### config.mk
export PLATFORM = sky130hd
export DESIGN_NAME = cond_exec_unit
export DESIGN_NICKNAME = d
export VERILOG_FILES = /design/src/rtl/cond_exec_unit.sv
export SDC_FILE = /design/constraint.sdc
export NUM_CORES = 1
export LEC_CHECK = 0
export CAP_MARGIN = 40
export CORE_MARGIN = 3
export CORE_UTILIZATION = 50
export CTS_BUF_LIST = sky130_fd_sc_hd__clkbuf_2
export DETAILED_ROUTE_END_ITERATION = 10
export DONT_BUFFER_PORTS = 1
export HOLD_SLACK_MARGIN = 0.12
export SLEW_MARGIN = 20
export SYNTH_ARGS = -nofsm -noshare
export SYNTH_HDL_FRONTEND = slang
export SYNTH_SLANG_ARGS = --single-unit
### constraint.sdc
create_clock -name clk -period 2.8 [get_ports clk]
set_input_delay 0.42 -clock clk [delete_from_list [all_inputs] [get_ports clk]]
set_output_delay 0.42 -clock clk [all_outputs]
set_load 0.02 [all_outputs]
### src/rtl/cond_exec_unit.sv
// Execute-stage condition evaluation: architectural NZCV register, ARM condition check,
// gated E->M control registers and executed/skipped instruction counters.
module cond_exec_unit #(
   parameter int unsigned CNTBITS = 32
) (
   input  logic               clk,
   input  logic               reset,
   input  logic               ValidE,
   input  logic               StallE,
   input  logic               FlushE,
   input  logic [3:0]         CondE,
   input  logic [1:0]         FlagWriteE,
   input  logic [3:0]         ALUFlags,
   input  logic               PCSrcE,
   input  logic               RegWriteE,
   input  logic               MemWriteE,
   output logic               PCSrcM,
   output logic               RegWriteM,
   output logic               MemWriteM,
   output logic               CondExM,
   output logic [3:0]         Flags,
   output logic [CNTBITS-1:0] ExecCount,
   output logic [CNTBITS-1:0] SkipCount
);

   logic [3:0]         flags_q, flags_d;
   logic               pc_src_q, reg_write_q, mem_write_q, cond_ex_q;
   logic [CNTBITS-1:0] exec_cnt_q, skip_cnt_q;
   logic               cond_ex, live, fire;
   logic               n_flag, z_flag, c_flag, v_flag;

   assign {n_flag, z_flag, c_flag, v_flag} = flags_q;

   // Condition uses the registered flags only; ALUFlags is never bypassed in.
   always_comb begin
      cond_ex = 1'b0;
      unique case (CondE)
         4'b0000: cond_ex = z_flag;
         4'b0001: cond_ex = ~z_flag;
         4'b0010: cond_ex = c_flag;
         4'b0011: cond_ex = ~c_flag;
         4'b0100: cond_ex = n_flag;
         4'b0101: cond_ex = ~n_flag;
         4'b0110: cond_ex = v_flag;
         4'b0111: cond_ex = ~v_flag;
         4'b1000: cond_ex = c_flag & ~z_flag;
         4'b1001: cond_ex = ~c_flag | z_flag;
         4'b1010: cond_ex = (n_flag == v_flag);
         4'b1011: cond_ex = (n_flag != v_flag);
         4'b1100: cond_ex = ~z_flag & (n_flag == v_flag);
         4'b1101: cond_ex = z_flag | (n_flag != v_flag);
         4'b1110: cond_ex = 1'b1;
         4'b1111: cond_ex = 1'b0;
         default: cond_ex = 1'b0;
      endcase
   end

   assign live = ValidE & ~FlushE;
   assign fire = live & cond_ex;

   always_comb begin
      flags_d = flags_q;
      if (fire) begin
         if (FlagWriteE[1]) flags_d[3:2] = ALUFlags[3:2];
         if (FlagWriteE[0]) flags_d[1:0] = ALUFlags[1:0];
      end
   end

   always_ff @(posedge clk) begin
      if (reset) begin
         flags_q     <= 4'b0000;
         pc_src_q    <= 1'b0;
         reg_write_q <= 1'b0;
         mem_write_q <= 1'b0;
         cond_ex_q   <= 1'b0;
         exec_cnt_q  <= '0;
         skip_cnt_q  <= '0;
      end else if (!StallE) begin
         flags_q     <= flags_d;
         pc_src_q    <= PCSrcE & fire;
         reg_write_q <= RegWriteE & fire;
         mem_write_q <= MemWriteE & fire;
         cond_ex_q   <= fire;
         if (live) begin
            if (cond_ex) exec_cnt_q <= exec_cnt_q + 1'b1;
            else         skip_cnt_q <= skip_cnt_q + 1'b1;
         end
      end
   end

   assign Flags     = flags_q;
   assign PCSrcM    = pc_src_q;
   assign RegWriteM = reg_write_q;
   assign MemWriteM = mem_write_q;
   assign CondExM   = cond_ex_q;
   assign ExecCount = exec_cnt_q;
   assign SkipCount = skip_cnt_q;

endmodule
== After elaboration in Yosys (flattened, before gate mapping) ==
Index checks and enable logic that the tools add are counted.

* Reductions and logical operators: 5
* Add/subtract/negate cells: 2
* Bitwise operators: 16
* Mux-type cells: 1
* Eq/ne operators: 17

{| class="wikitable"
|+ Operators with widths
! operator !! number
|-
| 32-bit by 1-bit adder with 32-bit output (second input constant) || 2
|-
| 4-bit == test (second input constant) || 8
|-
| 4-bit by 3-bit == test with 1-bit output (second input constant) || 4
|-
| 1-bit case mux with 16 select lines || 1
|-
| 3-bit AND reduction || 4
|-
| 4-bit by 2-bit == test with 1-bit output (second input constant) || 2
|-
| 1-bit bitwise AND || 7
|-
| 1-bit inverter || 7
|-
| 4-bit by 1-bit == test with 1-bit output (second input constant) || 1
|-
| 4-bit logical NOT || 1
|-
| 1-bit OR || 2
|-
| 1-bit == test || 1
|-
| 1-bit != test || 1
|}

* Output and inout port bits: 72
* Logic and storage cells: 49
* Flip-flop bits (word level): 72
* Input bits: 18

== Longest topological paths before layout ==
Gate-level depths: netlist (run 1).

* Depth after elaboration: 5
* Gate-level depth with buffers: 10
* Gate-level depth less buffers: 6

== Worst setup path after synthesis (run 1) ==
Ideal clock, no wire load.

* Kind: register to register
* Start: reg flags_q[3], in the netlist Flags[3]
* End: reg exec_cnt_q[30], in the netlist ExecCount[30]
* Arrival time: 2,521 ps
* Setup slack: 209 ps
* Stages on the path, launching flop included: 9
* Data required time: 2,730 ps
* Library setup time: 70 ps
* Path through: dfxtp_1 -> xor3_1 -> o32ai_1 -> o31a_2 -> buf_2 -> o21ai_1 -> clkbuf_1 -> or4_1 -> a21oi_1

* Word-level cells in the longest chain between the ends: 4
* Elaborated cells on any way between the ends: 7
* Classes of those cells: eq/ne: 2; mux: 1; bitwise: 3; reduce/logical: 1

{| class="wikitable"
|+ Ends and longest elaborated chain
! what !! RTL line !! source
|-
| start, declared || 26 || <nowiki>logic [3:0] flags_q, flags_d;</nowiki>
|-
| start signal, assigned || 79 || <nowiki>flags_q <= flags_d;</nowiki>
|-
| 1-bit != test / 1-bit == test (equally long branches) || - ||
|-
| 1-bit OR / 1-bit bitwise AND (equally long branches) || 51, 50 ||
|-
| 1-bit case mux with 16 select lines (*) || 37 || <nowiki>unique case (CondE)</nowiki>
|-
| 3-bit AND reduction (no source line) (*) || - ||
|-
| end signal, assigned || 85 || <nowiki>if (cond_ex) exec_cnt_q <= exec_cnt_q + 1'b1;</nowiki>
|-
| end, declared || 28 || <nowiki>logic [CNTBITS-1:0] exec_cnt_q, skip_cnt_q;</nowiki>
|}

Every way passes the cells marked *; elsewhere a longest branch is shown, timed or not.
A chain may end at the register's enable or synchronous reset.

== Final worst setup path (run 1) ==
* Start: reg flags_q[2], in the netlist Flags[2]
* End: reg reg_write_q, in the netlist RegWriteM

* Word-level cells in the longest chain between the ends: 5
* Elaborated cells on any way between the ends: 8
* Classes of those cells: mux: 1; bitwise: 7

{| class="wikitable"
|+ Ends and longest elaborated chain
! what !! RTL line !! source
|-
| 1-bit inverter || 39, 46, 50 ||
|-
| 1-bit bitwise AND, on equally long branches || 50, 46 ||
|-
| 1-bit case mux with 16 select lines (*) || 37 ||
|-
| 1-bit bitwise AND (*) || 59 || <nowiki>assign fire = live & cond_ex;</nowiki>
|-
| 1-bit bitwise AND (*) || 81 || <nowiki>reg_write_q <= RegWriteE & fire;</nowiki>
|-
| end signal, assigned || 81 ||
|-
| end, declared || 27 || <nowiki>logic pc_src_q, reg_write_q, mem_write_q, cond_ex_q;</nowiki>
|}

Marks and branches as above.

==> metrics.txt, run 1 <==
Unique masters post-synth=51; setup TNS=0 ns; Setup crit end kind=flip-flop; WS Path Type=flip-flop to flip-flop; maxcap violations=0; final setup fails=0; register area share after synthesis=0.402; gpl congestion=0.805; clk buf depth=2; largest net degree at the start of global routing=71; core footprint=6870 µm²; share of cells above drive strength 1=0.104; Syn Inst Count=432; vias in the first global route=2892; Leak Pwr=1.19 nW; boundary pin count=90; Post-Syn Nets=452; vias per cell=5.95; Synth Area per Inst=8.31 µm²; RSZ-0062 raised after global routing=no; flops & latches, synth=72; row count=30; chip height=90.7 µm; total gr overflow=0; startpoint class of the critical path=flip-flop; VDD IR-drop max=238 µV; clk_skew=0.0175 ns; dominant synthesized flop cell=dfxtp_1; Diodes inserted=0; endpoints failing hold=0; Tot Pwr=0.00167 W; CTS clk-pin slew, worst paths=0.19 ns; CTS root buf=clkbuf_2; outcome=complete, no violations; utilization after layout=0.579; Layout area overhead=10.9%; Port Buffer Count=0; Clock Sinks=72; yosys warns=0; Rel. slew slack=0.615; fmax=378 MHz; Vias=3260; post-route ant nets=0; die width=90.7 µm; nets@finish=467; Tcrit/Tclk final=0.944; antenna violations before repair=0; Num CTS Buffers=9; setup ws final=0.156 ns; crit-path max FO=12; fraction of registers with async set/reset=0; Clk Latency, worst-skew pair=0.48 ns; Slew Limit Fails=0; WP data required=3.19 ns; Power Density=421 nW/µm²; max incr delay on CP=0.57 ns; DRT Wirelength=8580 µm; min Tclk post-route=2.64 ns; Min-Delay Path Class=input pin to flip-flop; total track usage=0.208; crit-path cells=or3_1 > o32ai_2 > o31ai_1 > a21oi_1 > buf_4 > a22oi_1 > dlygate4sd3_1 > nor2_1; worst slew pin tran=0.573 ns; Wirelength per Cell=15.7 µm; number of flops mapped to enable cells by yosys=0; TritonCTS clock tree=done; pre-CTS setup slack=0.242 ns; DRC violations left=0; H-Tree Level Count=3; First-pass DRT Iterations=5; DR iter-0 viols=110; Final HPWL DP=5780 µm; die footprint=8230 µm²; Mapped Area=3590 µm²; global-route wire length before repair=14300 µm; slowest CP cell=dlygate4sd3_1; Starting Density=0.522; arrival time worst endpoint=3.03 ns
-- cell usage after synthesis, types with 6 or more instances --
cell type	instances	area (µm²)
xnor2_1	9	78.8
nand4_1	14	87.6
or4_1	22	165
dfxtp_1	72	1440
or3_1	24	150
clkbuf_1	17	63.8
nor2_1	25	93.8
a21oi_1	54	270
xor2_1	6	52.6
o31ai_1	21	158
inv_1	13	48.8
o21ai_0	28	140
nand3_1	22	110
nand2_1	22	82.6
-- metrics by stage --
step	cells	cell area (µm²)	hold WS, ns
floorplan	432	3590	0.545
global placement	517	3700	0.496
detailed placement	517	3700	0.498
CTS	547	3960	0.139
global route	548	3980	0.142
finish	548	3980	0.193
-- registers in the layout, indices dropped and copies added (netlist names) --
name and flops:
Flags 4, PCSrcM 1, RegWriteM 1, MemWriteM 1
SkipCount 32, CondExM 1, ExecCount 32
-- power breakdown --
part,leakage [nW],switching [W],internal [W]
registers,0.580,0.00000732,0.00103
logic,0.544,0.0000432,0.0000348
clock network,0.0708,0.000352,0.000206
-- worst paths after layout --
check                start  slack (ns)  cells after the start      endpoint
setup / recovery  Flags[2]        0.16                      8     RegWriteM
hold / removal       reset        0.19                      2  ExecCount[2]
setup reg to reg  Flags[2]        0.16                      8     RegWriteM
hold reg to reg   Flags[0]        0.55                      2      Flags[0]
-- layer usage --
metal	GRT usage	share of wire	up-vias
met5	0	0	-
met4	0.0778	0.011	0
met3	0.0742	0.073	9
met2	0.314	0.45	71
met1	0.272	0.47	1525
li1	-	-	1655
-- cell usage in the layout, fill, tap and decap left out, types with 6 or more instances in the layout --
master / Yosys / routed
dfxtp_1: 72 / 71
a21oi_1: 54 / 54
o21ai_0: 28 / 28
nor2_1: 25 / 25
or3_1: 24 / 24
nand2_1: 22 / 22
nand3_1: 22 / 22
or4_1: 22 / 22
o31ai_1: 21 / 21
nand4_1: 14 / 14
inv_1: 13 / 13
dlygate4sd3_1: 0 / 13
buf_4: 0 / 13
clkbuf_2: 1 / 11
xnor2_1: 9 / 9
xor2_1: 6 / 6
-- kinds of logic (layout without fill, tap and decap cells) --
group / after synthesis / count (layout) / synth area share
simple gates: 173 / 173 / 0.278
flops: 72 / 72 / 0.402
buf+inv: 37 / 57 / 0.0425
xor+xnor: 16 / 16 / 0.0432
compound gates: 126 / 126 / 0.210
mux: 6 / 6 / 0.0171
fa+ha+maj: 2 / 2 / 0.00697
-- critical path: cells and delay by family (launching register included) --
| kind | cells | cell delay, ns |
|---|---|---|
| AO/OA/AOI/OAI | 4 | 0.93 |
| buffers and inverters | 2 | 0.78 |
| AND/OR/NAND/NOR | 2 | 0.28 |
| flip-flops | 1 | 0.56 |
-- area by class of cell --
class	count	area [µm²]
Inverter	13	48.8
Sequential cell	72	1440
Tap cell	96	120
Timing Repair Buffer	28	263
Fill cell	622	2890
Multi-Input combinational cell	323	2000
Clock buffer	11	55.1
Clock inverter	5	47.5
-- timing repair --
| item | in CTS | in global routing |
|---|---|---|
| gates resized for setup | 0 | 2 |
| hold endpoints to repair | 70 | 0 |
| setup buffers | 0 | 0 |
| hold buffers | 14 | 0 |
| endpoints found under the setup margin | 0 | 4 |
No activity file was read; power rests on OpenSTA's default activity.
==> run 2: changes to the inputs <==
- PLACE_DENSITY: unset -> 0.66
==> metrics.txt, run 2 (same netlist as run 1, synthesis figures left out) <==
slowest CP cell=or4_4; clk buf depth=2; critical register-to-register path startpoint=Flags[3]; Critical R2R Capture=SkipCount[23]; DR top layer=met4; Rel. slew slack=0.455; Tot Pwr=0.00159 W; fmax=388 MHz; post-route ant nets=0; CTS root buf=clkbuf_2; min Tclk post-route=2.58 ns; vias per cell=5.99; First-pass DRT Iterations=4; final setup fails=0; Diodes inserted=0; arrival time worst endpoint=3.02 ns; crit-path cells=buf_4 > xor2_1 > mux2i_1 > o31a_1 > or4_4 > or4b_1 > a21oi_1; setup ws final=0.220 ns; TritonCTS clock tree=done; pre-CTS setup slack=0.258 ns; Power Density=397 nW/µm²; startpoint class of the critical path=flip-flop; Port Buffer Count=0; placed insts=523; largest net degree at the start of global routing=72; Starting Density=0.522; Hold EP=ExecCount[4]; share of cells above drive strength 1=0.111; VDD IR-drop max=309 µV; RSZ-0062 raised after global routing=no; hold path startpoint=reset; boundary pin count=90; wl on met1=3770 µm; global-route wire length before repair=14900 µm; CTS clk-pin slew, worst paths=0.19 ns; gpl congestion=0.874; clk_skew=0.0151 ns; die width=90.7 µm; vias in the first global route=3189; WHS Path Cells=2; Vias=3321; Final HPWL DP=6070 µm; postcts setup bufs=0; H-Tree Level Count=3; total track usage=0.216; row count=30; Leak Pwr=1.20 nW; core footprint=6870 µm²; Final Non-Filler Cells=554; Wirelength per Cell=16.0 µm; Sequential Area=1440 µm²; DR WL met2=4280 µm; maxcap violations=0; Reg2Reg Depth=7; commonest non-fill, non-tap cell in the layout=dfxtp_1; DRC violations left=0; die footprint=8230 µm²; DRT Wirelength=8860 µm; fill cell count=652; met3 WL post-DR=684 µm; outcome=complete, no violations; Min-Delay Path Class=input pin to flip-flop; Num CTS Buffers=9; most frequent cells in the layout=72 x dfxtp_1, 54 x a21oi_1, 28 x o21ai_0; Layout area overhead=11.6%; WS Path Type=flip-flop to flip-flop; nets@finish=473; max incr delay on CP=0.62 ns; Worst R2R Setup Slack=0.22 ns; Clock Sinks=72; worst slew pin tran=0.814 ns; Clk Latency, worst-skew pair=0.48 ns; chip height=90.7 µm; DR iter-0 viols=121; multi-input gate area in the final layout=2010 µm²; endpoints failing hold=0; WP data required=3.24 ns; setup TNS=0 ns; antenna violations before repair=0; total gr overflow=0; Tcrit/Tclk final=0.921; crit-path max FO=11; Setup crit end kind=flip-flop; Slew Limit Fails=0
run 2: report_power, final:
group | internal (W) | leakage (nW) | switching (W) | total [W]
combinational | 0.0000368 | 0.564 | 0.0000443 | 0.0000811
sequential | 0.00103 | 0.580 | 0.00000683 | 0.00104
clock | 0.000115 | 0.0544 | 0.000359 | 0.000474
run 2: through the flow:
step / hold WS (ns) / cell area (µm²) / util
after floorplan: 0.545 / 3590 / -
final: 0.176 / 4010 / 0.583
after global routing: 0.146 / 4010 / 0.583
after global placement: 0.490 / 3740 / 0.544
after CTS: 0.131 / 3990 / 0.581
after detailed placement: 0.495 / 3750 / 0.546
run 2: worst max-delay path, delay by kind of cell, from the launching register on:
kind | cells | cell delay (ns)
muxes | 1 | 0.15
DFF | 1 | 0.38
buffers and inverters | 1 | 0.17
xor gates and xnor gates | 1 | 0.19
and+or+nand+nor | 2 | 1.16
AOI/OAI and AO/OA | 2 | 0.49
run 2: per-layer routing:
metal  GRT usage  vias to the layer above
met3      0.0742                       11
met4      0.0855                        0
li1            -                     1660
met1       0.255                     1564
met2       0.359                       86
met5           0                        -
run 2: worst max-delay path by stage:
stage | start | to | slack [ns] | cells past startpoint
floorplan | Flags[3] | ExecCount[30] | 0.21 | 8
global route | ExecCount[4] | ExecCount[25] | 0.05 | 6
global placement | Flags[3] | ExecCount[4] | 0.18 | 7
finish | Flags[3] | SkipCount[23] | 0.22 | 7
detailed placement | Flags[0] | ExecCount[31] | 0.26 | 7
CTS | Flags[0] | Flags[0] | 0.17 | 8
run 2: cell type report:
class | count | share of cell area
clock buffer | 11 | 0.0137
inverter | 13 | 0.0122
multi-input combinational | 323 | 0.501
timing repair buffer | 34 | 0.0775
sequential | 72 | 0.360
clock inverter | 5 | 0.00593
tap | 96 | 0.0300
run 2: timing repair:
| item | CTS | global route |
|---|---|---|
| gates resized for setup | 0 | 2 |
| hold buffers | 15 | 0 |
| endpoints found under the setup margin | 0 | 4 |
| endpoints found under the hold margin | 71 | 0 |
